$ cat src/rtl/fetch_unit.sv
// Instruction-fetch front end: sequential PC, single-outstanding ibus
// sequencing, redirect squashing and a one-entry valid/ready output buffer.
module fetch_unit #(
  parameter logic [31:0] RESET_PC = 32'hbfc0_0000
) (
  input  logic        clk,
  input  logic        resetn,
  input  logic        redirect_valid,
  input  logic [31:0] redirect_pc,
  output logic        ireq_valid,
  output logic [31:0] ireq_addr,
  input  logic        ireq_addr_ok,
  input  logic        iresp_data_ok,
  input  logic [31:0] iresp_data,
  output logic        out_valid,
  input  logic        out_ready,
  output logic [31:0] out_pc,
  output logic [31:0] out_instr,
  output logic        out_adel
);

  typedef enum logic {S_REQ, S_WAIT} state_t;

  state_t      r_state, w_state_nxt;
  logic [31:0] r_pc, w_pc_nxt;
  logic        r_drop, w_drop_nxt;
  logic        r_out_valid, w_out_valid_nxt;
  logic        r_out_adel, w_out_adel_nxt;
  logic [31:0] r_out_pc, w_out_pc_nxt;
  logic [31:0] r_out_instr, w_out_instr_nxt;

  logic w_aligned;
  logic w_req_hs;
  logic w_adel_load;

  assign w_aligned   = (r_pc[1:0] == 2'b00);
  assign ireq_valid  = resetn && (r_state == S_REQ) && !r_out_valid && w_aligned;
  assign ireq_addr   = r_pc;
  assign w_req_hs    = ireq_valid && ireq_addr_ok;
  assign w_adel_load = (r_state == S_REQ) && !r_out_valid && !w_aligned;

  assign out_valid = r_out_valid;
  assign out_pc    = r_out_pc;
  assign out_instr = r_out_instr;
  assign out_adel  = r_out_adel;

  always_comb begin
    w_state_nxt     = r_state;
    w_pc_nxt        = r_pc;
    w_drop_nxt      = r_drop;
    w_out_valid_nxt = r_out_valid && !out_ready;
    w_out_adel_nxt  = r_out_adel;
    w_out_pc_nxt    = r_out_pc;
    w_out_instr_nxt = r_out_instr;

    if (redirect_valid) begin
      w_pc_nxt        = redirect_pc;
      w_out_valid_nxt = 1'b0;
      w_out_adel_nxt  = 1'b0;
      // A response landing this cycle closes the old request outright;
      // otherwise a request still in flight must be swallowed later.
      if ((r_state == S_WAIT) && iresp_data_ok) begin
        w_state_nxt = S_REQ;
        w_drop_nxt  = 1'b0;
      end else if ((r_state == S_WAIT) || w_req_hs) begin
        w_state_nxt = S_WAIT;
        w_drop_nxt  = 1'b1;
      end
    end else begin
      unique case (r_state)
        S_REQ: begin
          if (w_req_hs) begin
            w_state_nxt = S_WAIT;
          end else if (w_adel_load) begin
            w_out_valid_nxt = 1'b1;
            w_out_adel_nxt  = 1'b1;
            w_out_pc_nxt    = r_pc;
            w_out_instr_nxt = '0;
          end
        end
        S_WAIT: begin
          if (iresp_data_ok) begin
            w_state_nxt = S_REQ;
            if (r_drop) begin
              w_drop_nxt = 1'b0;
            end else begin
              w_out_valid_nxt = 1'b1;
              w_out_adel_nxt  = 1'b0;
              w_out_pc_nxt    = r_pc;
              w_out_instr_nxt = iresp_data;
              w_pc_nxt        = r_pc + 32'd4;
            end
          end
        end
        default: w_state_nxt = S_REQ;
      endcase
    end
  end

  always_ff @(posedge clk) begin
    if (!resetn) begin
      r_state     <= S_REQ;
      r_pc        <= RESET_PC;
      r_drop      <= 1'b0;
      r_out_valid <= 1'b0;
      r_out_adel  <= 1'b0;
      r_out_pc    <= '0;
      r_out_instr <= '0;
    end else begin
      r_state     <= w_state_nxt;
      r_pc        <= w_pc_nxt;
      r_drop      <= w_drop_nxt;
      r_out_valid <= w_out_valid_nxt;
      r_out_adel  <= w_out_adel_nxt;
      r_out_pc    <= w_out_pc_nxt;
      r_out_instr <= w_out_instr_nxt;
    end
  end

endmodule

$ cat config.mk
export PLATFORM = sky130hd
export DESIGN_NAME = fetch_unit
export DESIGN_NICKNAME = d
export VERILOG_FILES = /design/src/rtl/fetch_unit.sv
export SDC_FILE = /design/constraint.sdc
export NUM_CORES = 1
export LEC_CHECK = 0
export CORE_ASPECT_RATIO = 1.5
export CORE_MARGIN = 2
export CORE_UTILIZATION = 40
export DETAILED_ROUTE_END_ITERATION = 8
export PLACE_DENSITY = 0.79
export SLEW_MARGIN = 20
export SYNTH_ARGS = -nofsm -noshare
export SYNTH_HDL_FRONTEND = slang
export SYNTH_SLANG_ARGS = --single-unit
export TNS_END_PERCENT = 100
$ cat constraint.sdc
create_clock -name clk -period 2.4 [get_ports clk]
set_input_delay 0.72 -clock clk [delete_from_list [all_inputs] [get_ports clk]]
set_output_delay 0.72 -clock clk [all_outputs]
set_load 0.01 [all_outputs]
==> summary.md <==
| Metric | Value |
|---|---|
| Reg2reg setup slack | about 0.39 ns |
| Met1 wire length | 5.50 mm |
| Final setup fails | 0 |
| DRC | 0 |
| DRT antenna net count | 0 |
| F_max | 425 MHz |
| Cell Int Power | roughly 3 mW |
| Yosys warning count | 0 |
| Starting density of the core | 40.7% |
| Final Hold Vio Count | 0 |
| Layout area overhead | 51.8% |
| CTS tree | yes |
| Post-CTS Setup Repair Bufs | 0 |
| Reg-to-Reg End | ireq_addr[29]$_SDFFE_PN1P_ |
| EDFF count, synth | 0 |
| Hold Buf Count CTS | 0 |
| WHS Endpoint | out_instr[13]$_SDFFE_PN0P_ |
| FP Rows | 47 |
| Worst reg2reg path startpoint | ireq_addr[12]$_SDFFE_PN0P_ |
| Layout cells sized above 1 | 8.29% |
| Die width | ~90 um |
| H-tree lvl count | 3 |
| Total track usage | between 20% and 30% |
| Main combinational cell family by area after synthesis | compound AO/OA/AOI/OAI gates |
| Combinational fraction of design power | 16.6% |
| Leakage power | 2.27 nW |
| Sw Share | between 20% and 30% |
| Grt ovf | 0 |
| CTS sink count | 100 |
| Max_slew headroom | around 64% |
| Synth Area in Compound Gates | 23.9% |
| Fillers | 985 |
| Seq cells post-synth | 100 |
| Worst-path fanout max | 2 |
| Worst Tran Pin Value | 0.541 ns |
| Yosys cell types | 50 |
| Worst setup SP type | input port |
| Clock Path Buffers | 2 |
| Net Switching | approximately 1.0 mW |
| Post-Syn Instances | around 540 |
| CP required | 1.68 ns |
| Met2 Wirelength | slightly below 8 mm |
| Max_cap viols | 0 |
| Ys async rst share | 0% |
| Final Wtd Congestion | 0.851 |
| Unrepaired setup endpoints after global routing | no |
| Clk Latency, worst-skew pair | 0.34 ns |
| R2R depth | 4 |
| Hold WC Path Type | flop to flop |
| Vias per inst | 5.82 |
| Detailed-route wire length per cell | 17.3 um |
| Die Ht | between 100 and 150 um |
| Vias in the first global route | about 4900 |
| Largest net degree at the start of global routing | 60 |
| CTS Buf Count | 9 |
| Detail Placement HPWL | around 11 mm |
| HP Start | out_instr[13]$_SDFFE_PN0P_ |
| Highest metal used | met4 |
| Hold Path Depth | 2 |
| Clock network power share | 38.8% |
| Final wirelength | 14.7 mm |
| Ys flop type | dfxtp_1 |
| Area of the die | 12000 um^2 |
| CTS root buffer | clkbuf_16 |
| Setup CP Type | input port to output port |
| Final period util | a little over nine tenths |
| Ports | 169 |
| Synth Area in Simple Gates | 22.0% |
| Proportion of synthesized area in mux cells | 0.899% |
| 1st-pass router iterations | 5 |
| Final net count | 766 |
| Post-synth net total | 608 |
| Core Area | between 10000 and 15000 um^2 |
| Syn Area/Cell | 8.29 um^2 |
| Final TNS setup | 0 ns |
| Area share of xor/xnor cells in the synthesized design | 2.36% |
| DR WL met3 | roughly 800 um |
| First-pass GRT wire length | approximately 24 mm |
| Post-Syn Area | 4450 um^2 |
| Via count | 4930 |
| Initial antenna violation count | 0 |
| Seq pwr share | 44.6% |
| Tot Pwr | 4.05 mW |
| Commonest non-fill, non-tap cells in the layout | clkdlybuf4s50_1, dfxtp_1, o21ai_0 |
| Commonest non-fill, non-tap cell in the layout | clkdlybuf4s50_1 |
| Setup Skew | 0.0104 ns |
| Status | finished clean |
| Crit. End Element | output port |
| Buffers added on ports | approximately 170 |
| Fin crit period | between 2 and 2.5 ns |
| Post-Synth Adder-Cell Area | 0.281% |
| Power density over the cells | 599 nW/um^2 |
| Max Slew Vio Count | 0 |
| Worst vdd ir | between 300 and 400 uV |
| Seq/Total Area, Yosys | 45.0% |
| N_diodes | 0 |
| Critical path data arrival time | approximately 1.6 ns |
| CTS clk-pin slew, worst paths | 0.06 ns |
| Initial DRC Count | 243 |
-- routing by layer --
layer  vias to the layer above  GRT usage [%]
li1                       2340              -
met1                      2371           25.5
met2                       179           44.8
met3                        40           4.98
met4                         0           13.2
met5                         -              0
-- cell families (layout without fill, tap and decap cells) --
| logic type | Yosys count | after routing |
|---|---|---|
| compound gates | 188 | 188 |
| xor+xnor | 12 | 12 |
| fa+ha+maj | 1 | 1 |
| buf+inv | 62 | 225 |
| flops | 100 | 100 |
| mux | 4 | 4 |
| simple gates | 170 | 170 |
-- registers in the layout (all words and copies together) (netlist names) --
signal     cells
out_adel       1
ireq_addr     32
out_pc        32
out_valid      1
r_state        1
r_drop         1
out_instr     32
-- critical path, cell delays in order --
cell             delay [ns]
clkdlybuf4s50_1        0.49
and3_1                 0.16
clkdlybuf4s15_1        0.26
-- power groups by stage --
stage	logic (mW)	registers, mW	clock network [mW]
after floorplan	0.261	1.85	0
final	0.673	1.80	1.57
after global routing	0.730	1.81	1.66
after global placement	0.659	1.84	0
after detailed placement	0.673	1.84	0
after CTS	0.676	1.80	1.60
-- what timing repair did --
action                                  4_1_cts  5_1_grt
cloned                                        0        0
endpoints found under the setup margin        1        1
gates resized for setup                       1        1
-- cell type report --
class / instances / area (um^2) / area share, %
clock buffer: 10 / 239 / 3.54
inverter: 7 / 27.5 / 0.407
sequential: 100 / 2000 / 29.6
tap: 147 / 184 / 2.72
timing repair buffer: 202 / 2010 / 29.7
clock inverter: 6 / 87.6 / 1.30
multi-input combinational: 375 / 2210 / 32.7
-- how the worst max path moves through the flow --
stage / from / to / cells after the start
final: resetn / ireq_valid / 3
after global routing: resetn / ireq_valid / 3
after CTS: resetn / ireq_valid / 3
after detailed placement: resetn / ireq_valid / 3
after global placement: resetn / ireq_valid / 3
after floorplan: redirect_valid / ireq_addr[30]$_SDFFE_PN0P_ / 5
-- cell usage after synthesis (2+ instances only) --
master / n / area share, %
dfxtp_1: 100 / 45
o21ai_0: 76 / 8.5
a21oi_1: 70 / 7.9
nand3_1: 48 / 5.4
nand4_1: 43 / 6.0
clkbuf_1: 42 / 3.5
nor2_1: 23 / 1.9
nand2_1: 11 / 0.93
or4_1: 11 / 1.9
a31oi_1: 9 / 1.3
o31ai_1: 8 / 1.3
a211oi_1: 7 / 1.2
buf_1: 7 / 0.59
xnor2_1: 6 / 1.2
xor2_1: 6 / 1.2
and3_1: 5 / 0.70
inv_1: 5 / 0.42
and2_1: 4 / 0.56
and4_1: 4 / 0.79
mux2i_1: 4 / 0.90
nor3_1: 4 / 0.45
buf_2: 3 / 0.34
nor4_1: 3 / 0.42
o311a_1: 3 / 0.67
o311ai_0: 3 / 0.59
or3_1: 3 / 0.42
a311oi_1: 2 / 0.39
a32oi_1: 2 / 0.39
buf_4: 2 / 0.34
nand2b_1: 2 / 0.28
o31a_1: 2 / 0.39
-- metrics by stage --
step                cells  hold slack (ns)  area [um^2]  worst slack (ns)  util, %
floorplan             537            0.494         4450             0.380        -
global placement      831            0.457         6430            -0.251     58.8
detailed placement    831            0.467         6430            -0.233     58.8
CTS                   847            0.476         6760            0.0218     61.8
global route          847            0.502         6760            0.0164     61.8
finish                847            0.474         6760            0.0472     61.8
(Power assumes the default switching activity.)
